==> src/rtl/ybus_pkg.sv <==
// Shared types for the Y-bus transmitter: word types, controller states and the
// registered bus word.
package ybus_pkg;

  localparam int YB_DATA_W = 16;
  localparam int YB_TAG_W  = 8;

  typedef enum logic [1:0] {
    WT_IFMAP = 2'd0,
    WT_FLTR  = 2'd1,
    WT_PSUM  = 2'd2,
    WT_RSVD  = 2'd3
  } word_type_t;

  typedef enum logic [2:0] {
    ST_IDLE,
    ST_FLUSH,
    ST_WAIT,
    ST_STREAM,
    ST_DRAIN,
    ST_DONE
  } tx_state_t;

  typedef struct packed {
    logic [YB_DATA_W-1:0] data;
    word_type_t           wtype;
    logic [YB_TAG_W-1:0]  y_tag;
    logic [YB_TAG_W-1:0]  x_tag;
  } ybus_word_t;

endpackage

==> src/rtl/ybus_tag_cnt.sv <==
// One (row, col) tag counter pair. Column wraps at len; the row optionally wraps
// at row_len, otherwise it rolls over at the natural counter width.
module ybus_tag_cnt #(
  parameter int TAG_WIDTH = 8
) (
  input  logic                 clk,
  input  logic                 rstn,
  input  logic                 clear,
  input  logic                 advance,
  input  logic                 row_wrap,
  input  logic [TAG_WIDTH-1:0] len,
  input  logic [TAG_WIDTH-1:0] row_len,
  output logic [TAG_WIDTH-1:0] row,
  output logic [TAG_WIDTH-1:0] col
);

  localparam logic [TAG_WIDTH-1:0] ONE = TAG_WIDTH'(1);

  always_ff @(posedge clk) begin
    if (!rstn || clear) begin
      row <= '0;
      col <= '0;
    end else if (advance) begin
      if (col == len - ONE) begin
        col <= '0;
        row <= (row_wrap && row == row_len - ONE) ? '0 : row + ONE;
      end else begin
        col <= col + ONE;
      end
    end
  end

endmodule

==> src/rtl/ybus_tx_ctrl.sv <==
// Y-bus transmitter: flushes the array's tag allocators, waits for the array to
// go idle, then streams typed, tagged words through a one-deep output register.
module ybus_tx_ctrl
  import ybus_pkg::*;
#(
  parameter int DATA_WIDTH = YB_DATA_W,
  parameter int NUM_ROW    = 7,
  parameter int NUM_COL    = 7,
  parameter int TAG_WIDTH  = YB_TAG_W
) (
  input  logic                  clk,
  input  logic                  rstn,
  input  logic                  cfg_start,
  input  logic                  cfg_abort,
  input  logic [7:0]            kernel_size,
  input  logic [TAG_WIDTH-1:0]  ifmap_width,
  input  logic [TAG_WIDTH-1:0]  ofmap_width,
  input  logic                  s_valid,
  output logic                  s_ready,
  input  logic [DATA_WIDTH-1:0] s_data,
  input  logic [1:0]            s_type,
  input  logic                  s_last,
  output logic                  bus_valid,
  input  logic                  bus_ready,
  output logic [DATA_WIDTH-1:0] bus_data,
  output logic [1:0]            bus_type,
  output logic [TAG_WIDTH-1:0]  bus_y_tag,
  output logic [TAG_WIDTH-1:0]  bus_x_tag,
  output logic                  load_ifmap,
  output logic                  load_fltr,
  output logic                  load_psum,
  output logic                  flush_tag,
  input  logic                  tag_busy,
  input  logic                  kernel_busy,
  input  logic                  ram_rst_busy,
  output logic                  done,
  output logic                  err
);

  // The bus word struct is sized by the package, so the geometry must match it.
  if (NUM_ROW < 1 || NUM_COL < 1 || DATA_WIDTH != YB_DATA_W || TAG_WIDTH != YB_TAG_W) begin : g_bad_params
    $error("ybus_tx_ctrl: unsupported parameter set");
  end

  tx_state_t            state_q, state_d;
  logic [7:0]           ks_q, flush_cnt_q;
  logic [TAG_WIDTH-1:0] ifmap_w_q, ofmap_w_q;
  logic                 err_q;
  logic                 cfg_bad, accept, rsvd, cnt_clear;
  logic [2:0]           adv;
  logic [TAG_WIDTH-1:0] len [3];
  logic [TAG_WIDTH-1:0] row [3];
  logic [TAG_WIDTH-1:0] col [3];
  logic [TAG_WIDTH-1:0] tag_y, tag_x;
  ybus_word_t           word_p1;
  logic                 vld_p1;

  assign cfg_bad   = (kernel_size == 8'd0) || (kernel_size > 8'(NUM_ROW)) ||
                     (ifmap_width == '0) || (ofmap_width == '0);
  assign accept    = s_valid && s_ready;
  assign rsvd      = (s_type == WT_RSVD);
  assign cnt_clear = (state_q == ST_WAIT) && (state_d == ST_STREAM);

  always_comb begin
    state_d   = state_q;
    flush_tag = 1'b0;
    done      = 1'b0;
    s_ready   = 1'b0;
    unique case (state_q)
      ST_IDLE:   if (cfg_start && !cfg_bad) state_d = ST_FLUSH;
      ST_FLUSH: begin
        flush_tag = 1'b1;
        if (flush_cnt_q == ks_q - 8'd1) state_d = ST_WAIT;
      end
      ST_WAIT:   if (!(tag_busy || kernel_busy || ram_rst_busy)) state_d = ST_STREAM;
      ST_STREAM: begin
        // Gated by abort so no word is taken in the cycle the pass is torn down.
        s_ready = !cfg_abort && (!vld_p1 || bus_ready);
        if (s_valid && s_ready && s_last) state_d = ST_DRAIN;
      end
      ST_DRAIN:  if (!vld_p1 || bus_ready) state_d = ST_DONE;
      ST_DONE: begin
        done    = 1'b1;
        state_d = ST_IDLE;
      end
      default:   state_d = ST_IDLE;
    endcase
    if (cfg_abort) state_d = ST_IDLE;
  end

  always_ff @(posedge clk) begin
    if (!rstn) begin
      state_q     <= ST_IDLE;
      flush_cnt_q <= '0;
      ks_q        <= '0;
      ifmap_w_q   <= '0;
      ofmap_w_q   <= '0;
      err_q       <= 1'b0;
    end else begin
      state_q     <= state_d;
      flush_cnt_q <= (state_q == ST_FLUSH && !cfg_abort) ? flush_cnt_q + 8'd1 : 8'd0;
      if (state_q == ST_IDLE && cfg_start && !cfg_abort) begin
        ks_q      <= kernel_size;
        ifmap_w_q <= ifmap_width;
        ofmap_w_q <= ofmap_width;
        err_q     <= cfg_bad;
      end else if (accept && rsvd) begin
        err_q <= 1'b1;
      end
    end
  end

  assign len[0] = ifmap_w_q;
  assign len[1] = TAG_WIDTH'(ks_q);
  assign len[2] = ofmap_w_q;

  for (genvar i = 0; i < 3; i++) begin : g_cnt
    assign adv[i] = accept && (s_type == 2'(i));
    ybus_tag_cnt #(.TAG_WIDTH(TAG_WIDTH)) u_cnt (
      .clk     (clk),
      .rstn    (rstn),
      .clear   (cnt_clear),
      .advance (adv[i]),
      .row_wrap((i == 1) ? 1'b1 : 1'b0),
      .len     (len[i]),
      .row_len (TAG_WIDTH'(ks_q)),
      .row     (row[i]),
      .col     (col[i])
    );
  end

  always_comb begin
    tag_y = row[0];
    tag_x = col[0];
    case (s_type)
      2'd1:    begin tag_y = row[1]; tag_x = col[1]; end
      2'd2:    begin tag_y = row[2]; tag_x = col[2]; end
      default: ;
    endcase
  end

  // ---- stage p1: bus output register ----
  always_ff @(posedge clk) begin
    if (!rstn || cfg_abort) vld_p1 <= 1'b0;
    else if (accept)        vld_p1 <= !rsvd;
    else if (bus_ready)     vld_p1 <= 1'b0;
  end

  always_ff @(posedge clk) begin
    if (accept && !rsvd) begin
      word_p1.data  <= YB_DATA_W'(s_data);
      word_p1.wtype <= word_type_t'(s_type);
      word_p1.y_tag <= YB_TAG_W'(tag_y);
      word_p1.x_tag <= YB_TAG_W'(tag_x);
    end
  end

  assign bus_valid  = vld_p1;
  assign bus_data   = vld_p1 ? DATA_WIDTH'(word_p1.data) : '0;
  assign bus_type   = vld_p1 ? word_p1.wtype : 2'd0;
  assign bus_y_tag  = vld_p1 ? TAG_WIDTH'(word_p1.y_tag) : '0;
  assign bus_x_tag  = vld_p1 ? TAG_WIDTH'(word_p1.x_tag) : '0;
  assign load_ifmap = vld_p1 && (word_p1.wtype == WT_IFMAP);
  assign load_fltr  = vld_p1 && (word_p1.wtype == WT_FLTR);
  assign load_psum  = vld_p1 && (word_p1.wtype == WT_PSUM);
  assign err        = err_q;

endmodule

==> config.mk <==
export PLATFORM = sky130hd
export DESIGN_NAME = ybus_tx_ctrl
export DESIGN_NICKNAME = d
export VERILOG_FILES = /design/src/rtl/ybus_pkg.sv /design/src/rtl/ybus_tag_cnt.sv /design/src/rtl/ybus_tx_ctrl.sv
export SDC_FILE = /design/constraint.sdc
export NUM_CORES = 1
export LEC_CHECK = 0
export BUFFER_PORTS_ARGS = -buffer_cell sky130_fd_sc_hd__buf_2
export CORE_MARGIN = 1
export CORE_UTILIZATION = 60
export DETAILED_ROUTE_END_ITERATION = 7
export GPL_TIMING_DRIVEN = 0
export PLACE_DENSITY = 0.88
export SKIP_CTS_REPAIR_TIMING = 1
export SLEW_MARGIN = 20
export SYNTH_ARGS = -nofsm -noshare
export SYNTH_HDL_FRONTEND = slang
export SYNTH_SLANG_ARGS = --single-unit
==> constraint.sdc <==
create_clock -name clk -period 6.8 [get_ports clk]
set_input_delay 1.36 -clock clk [delete_from_list [all_inputs] [get_ports clk]]
set_output_delay 1.36 -clock clk [all_outputs]
set_load 0.05 [all_outputs]
==> reports/qor.yml, run 1 <==
p_leak_nw: 3.10
vias: 6076
routed_via_density: 6.03
cts_buffer_depth: 2
io_buffer_count: 92
cp-start-kind: "input port"
path_delay_family: "simple AND/OR/NAND/NOR gates"
avgSynthCellArea_um2: 8.72
mostFrequentLayoutCell: "buf_2"
tns_ns: 0
fill_cells: 751
wl_mm: 16.4
cts_root_buf: "clkbuf_8"
worstSetupPathType: "in2out"
gp_congestion: 0.851
worstPathCellList: "buf_2 > nor2b_1 > nor3_1 > buf_2"
dominantRegCellSynth: "dfxtp_1"
placementRows: 37
hold_viol: 0
relSlewSlack: 0.591
first_pass_iters: 6
yosysWarnings: 0
hpwl_mm: 11.6
diodes: 0
synth.top_cells.by_area: "dfxtp_1, edfxtp_1, xor2_1"
drv.max_cap_violation_count: 0
core_area_um2: 10400
synthesis.area_um2: 6510
grt_pass1_vias: 5723
slowest_delay_ns: 0.39
multi_input_area_um2: 3550
crit_top_cell: "buf_2"
grt_first_pass_wirelength_mm: 26.9
rsz0062_at_grt: "no"
overflow: 0
final_cell_mix: "buf_2, nand2_1, dfxtp_1, nor2_1, xor2_1"
dieArea_um2: 11300
cts_tree: "done"
synth.top_cell.area_share: 0.261
synth_top_cell_by_area: "dfxtp_1"
drc: 0
fin_skew_ns: 0.00777
crit_path_top_delay_cell: "nor2b_1"
clk_latency_ns: 0.53
grt_use_total: 0.304
fin_crit_sh: 0.518
grt_max_degree: 32
routedWlPerCell_um: 16.2
area_growth_syn_to_layout_pct: 19.4
ir_drop_mv: 0.150
drtIter0Drc: 496
seq_area_um2: 2720
synth-edff-count: 34
drive_gt1_frac: 0.165
fin_nets: 925
htree_num_levels: 4
yosys_register_bits: 119
status: "finished clean"
slew_violations: 0
stdcell_count: 1007
end_kind: "output port"
antenna_found_initial: 0
period_needed_ns: 3.52
die_y_um: 106
fp.dieW_um: 106
num_io_pins: 94
start_util: 0.625
crit_arrival_ns: 2.16
synth_cells: 747
yosys.cell_types.count: 61
synth.net_count: 813
worst_pin_slew_ns: 0.608
worstPathMaxFanout: 5
reg2reg_slack_ns: 3.74
fmax_mhz: 284
required_ns: 5.44
setup_viol_count_final: 0
synth_async_sr_flop_share: 0
ant_nets: 0
seq_area_frac_synth: 0.418
numCtsBuffers: 17
path_buf_inv: 2
placed_cells: 976
min_path_type: "reg2reg"
power_density_nw_per_um2: 238
path_clk_slew_ns: 0.05
cts_num_sinks: 119
==> worst reg2reg max path, stage by stage, from the launching register on <==
cell and delay (ns):
dfxtp_1 0.30, clkbuf_1 0.26, inv_1 0.09, ha_1 0.28, o21bai_1 0.20, a211oi_1 0.26
a31oi_1 0.06, o21ai_0 0.50, nand3_1 0.34, or4_1 0.57, a21oi_1 0.14
==> path summary, 6_finish.rpt <==
path / cells after the start / end / start
hold reg to reg: 2 / g_cnt[2].u_cnt.row[7] / g_cnt[2].u_cnt.row[7]
setup reg to reg: 10 / g_cnt[0].u_cnt.row[5] / ifmap_w_q[0]
hold / removal: 2 / g_cnt[2].u_cnt.row[7] / g_cnt[2].u_cnt.row[7]
setup / recovery: 4 / s_ready / bus_ready
==> synth_stat cells, drive strengths merged (24+ instances only) <==
library cell and n:
a21boi 24, xor2 48, nor2 66, dfxtp 85, a21oi 41, clkbuf 32, and2 42, nand3 34
xnor2 26, edfxtp 34, nand2 97
==> final cells by class <==
class	instances	area share
multi-input cells	569	0.456
flip-flops and latches	119	0.350
repair buffers	93	0.0618
clock buffers	19	0.0542
plain buffers	44	0.0249
clock inverters	12	0.0235
well taps	136	0.0219
inverters	15	0.00724
==> stage by stage <==
step / total power, W / hold slack (ns) / instance area (µm²) / utilization / setup WS, ns
floorplan: 0.000872 / 0.452 / 6510 / - / 2.90
global placement: 0.000912 / 0.463 / 7140 / 0.686 / 2.09
detailed placement: 0.000921 / 0.472 / 7170 / 0.688 / 3.09
CTS: 0.00185 / 0.479 / 7770 / 0.746 / 3.31
global route: 0.00190 / 0.507 / 7770 / 0.746 / 3.24
finish: 0.00185 / 0.482 / 7770 / 0.746 / 3.28
==> per-layer routing <==
layer | up-vias | part of all wire | global-route usage
li1 | 2854 | - | -
met4 | 0 | 0.028 | 0.145
met1 | 2844 | 0.41 | 0.372
met3 | 49 | 0.082 | 0.0595
met5 | - | 0 | 0
met2 | 329 | 0.48 | 0.512
==> report_power, final <==
group / switching [W] / internal, W
Sequential: 0.0000119 / 0.000739
Combinational: 0.0000968 / 0.0000660
Clock: 0.000311 / 0.000623
Total: 0.000419 / 0.00143
==> cell families (layout without fill, tap and decap cells) <==
| logic type | count (synthesis) | after routing | share of synthesized area |
|---|---|---|---|
| and+or+nand+nor | 340 | 340 | 0.275 |
| AOI/OAI and AO/OA | 138 | 138 | 0.138 |
| DFF | 119 | 119 | 0.418 |
| xor gates and xnor gates | 74 | 74 | 0.0995 |
| buffers and inverters | 59 | 183 | 0.0384 |
| adders and majority gates | 14 | 14 | 0.0269 |
| muxes | 3 | 3 | 0.00480 |
==> flip-flops by register name (all words and copies together) (netlist names) <==
signal	count
word_p1	34
flush_cnt_q	8
g_cnt.u_cnt.col	24
err	1
ks_q	8
bus_valid	1
ifmap_w_q	8
ofmap_w_q	8
state_q	3
g_cnt.u_cnt.row	24
Note: power is estimated with default switching activity, not from simulation.
==> inputs of run 2 (changes only) <==
--- a/config.mk
+++ b/config.mk
@@ -7,10 +7,10 @@
 export LEC_CHECK = 0
 export BUFFER_PORTS_ARGS = -buffer_cell sky130_fd_sc_hd__buf_2
 export CORE_MARGIN = 1
-export CORE_UTILIZATION = 60
+export CORE_UTILIZATION = 52
 export DETAILED_ROUTE_END_ITERATION = 7
 export GPL_TIMING_DRIVEN = 0
-export PLACE_DENSITY = 0.88
+export PLACE_DENSITY = 0.81
 export SKIP_CTS_REPAIR_TIMING = 1
 export SLEW_MARGIN = 20
 export SYNTH_ARGS = -nofsm -noshare
==> constraint.sdc (replaced) <==
create_clock -name clk -period 3 [get_ports clk]
set_input_delay 0.6 -clock clk [delete_from_list [all_inputs] [get_ports clk]]
set_output_delay 0.6 -clock clk [all_outputs]
set_load 0.05 [all_outputs]
==> run 2 against run 1 <==
Effect of this change:
- die area grew 15%
- critical path type is now reg2reg
- setup slack worse by 3.1 ns
- non-clock buffer count is 5 higher
- critical path depth up 8
==> reports/qor.yml, run 2 (synthesis gave the netlist of run 1 again) <==
worstPathMaxFanout: 10
end_kind: "register"
clkPwrFrac: 0.515
core_area_um2: 12100
hpwl_mm: 10.6
p_int_w: 0.00329
drc: 0
seq_power_share: 0.401
setup_viol_count_final: 0
fill_cells: 988
rsz0062_at_grt: "no"
swShare: 0.225
final_cell_mix: "buf_2, nand2_1, dfxtp_1, nor2_1, xor2_1"
grt_max_degree: 31
first_pass_iters: 5
p_leak_nw: 3.14
dieArea_um2: 13000
drv.max_cap_violation_count: 0
start_util: 0.538
fp.dieW_um: 114
clk_latency_ns: 0.42
slew_violations: 0
ir_drop_mv: 0.359
reg_top3: "word_p1 x34, g_cnt.u_cnt.col x24, g_cnt.u_cnt.row x24"
fin_nets: 930
p_comb_frac: 0.084
routedWlPerCell_um: 14.5
switchingPower_w: 0.000953
relSlewSlack: 0.529
ant_nets: 0
htree_num_levels: 4
fin_crit_sh: 0.934
cts_tree: "done"
grt_first_pass_wirelength_mm: 24.8
wl_mm: 15.1
fin_util: 0.652
vias: 5733
fin_area_um2: 7900
largest_reg_flops: 34
fmax_mhz: 357
placementRows: 40
cts_buffer_depth: 2
area_growth_syn_to_layout_pct: 21.3
postPlaceCellArea_um2: 7210
diodes: 0
path_clk_slew_ns: 0.05
fin_skew_ns: 0.00692
period_needed_ns: 2.80
grt_use_total: 0.245
drive_gt1_frac: 0.180
grt_pass1_vias: 5274
numCtsBuffers: 17
die_y_um: 114
cp-start-kind: "register"
drtIter0Drc: 383
tns_ns: 0
gp_congestion: 0.860
overflow: 0
worstSetupPathType: "reg2reg"
worst_pin_slew_ns: 0.700
min_path_type: "in2reg"
hold_viol: 0
status: "finished clean"
cts_root_buf: "clkbuf_16"
required_ns: 3.33
mostFrequentLayoutCell: "buf_2"
cts_num_sinks: 119
power_density_nw_per_um2: 537
io_buffer_count: 92
num_io_pins: 94
top_register: "word_p1"
antenna_found_initial: 0
crit_arrival_ns: 3.14
routed_via_density: 5.49
[run 2: cell types whose count changed in the layout (fill, tap and decap cells not counted), sizes merged]
cell and change:
buf +5, clkinv -3, clkinvlp +3, clkbuf -1
inv +1
[run 2: metrics by stage]
step	setup slack (ns)	hold slack [ns]	instances	total power [W]
floorplan	0.307	0.452	747	0.00198
global placement	-0.212	0.468	1007	0.00207
detailed placement	-0.0639	0.471	1008	0.00208
CTS	-0.0994	0.343	1039	0.00426
global route	0.0159	0.334	1044	0.00440
finish	0.198	0.359	1044	0.00424
[run 2: worst max-delay path, stage by stage, from the launching register on]
cell	delay, ns
dfxtp_1	0.32
buf_6	0.14
inv_1	0.05
ha_1	0.20
buf_4	0.18
xnor2_1	0.12
or3b_2	0.46
o211a_1	0.15
nor3_2	0.17
nand3_2	0.11
buf_4	0.18
or4b_1	0.46
a21oi_1	0.18
[run 2: layer usage]
metal / up-vias / share of wire / global-route usage
met5: - / 0 / 0
met4: 0 / 0.010 / 0.0814
li1: 2863 / - / -
met2: 162 / 0.49 / 0.422
met1: 2692 / 0.44 / 0.302
met3: 16 / 0.054 / 0.0579
[run 2: worst paths after layout]
kind	from	end	slack [ns]	depth (start not counted)
hold reg to reg	ofmap_w_q[7]	ofmap_w_q[7]	0.48	2
setup reg to reg	ks_q[0]	g_cnt[1].u_cnt.row[2]	0.20	12
hold / removal	s_data[4]	word_p1[22]	0.36	1
setup / recovery	ks_q[0]	g_cnt[1].u_cnt.row[2]	0.20	12
[run 2: final cells by class]
type | instances | area [µm²] | area share
repair buffers | 98 | 518 | 0.0656
multi-input cells | 569 | 3560 | 0.451
plain buffers | 44 | 196 | 0.0249
inverters | 15 | 56.3 | 0.00713
clock inverters | 13 | 204 | 0.0258
flip-flops and latches | 119 | 2720 | 0.345
clock buffers | 18 | 429 | 0.0543
well taps | 168 | 210 | 0.0266
[run 2: power by group through the flow]
stage | Clock [W] | Combinational [W] | Sequential, W
floorplan | 0 | 0.000246 | 0.00173
global placement | 0 | 0.000340 | 0.00173
detailed placement | 0 | 0.000346 | 0.00173
CTS | 0.00220 | 0.000352 | 0.00170
global route | 0.00230 | 0.000394 | 0.00170
finish | 0.00218 | 0.000356 | 0.00170
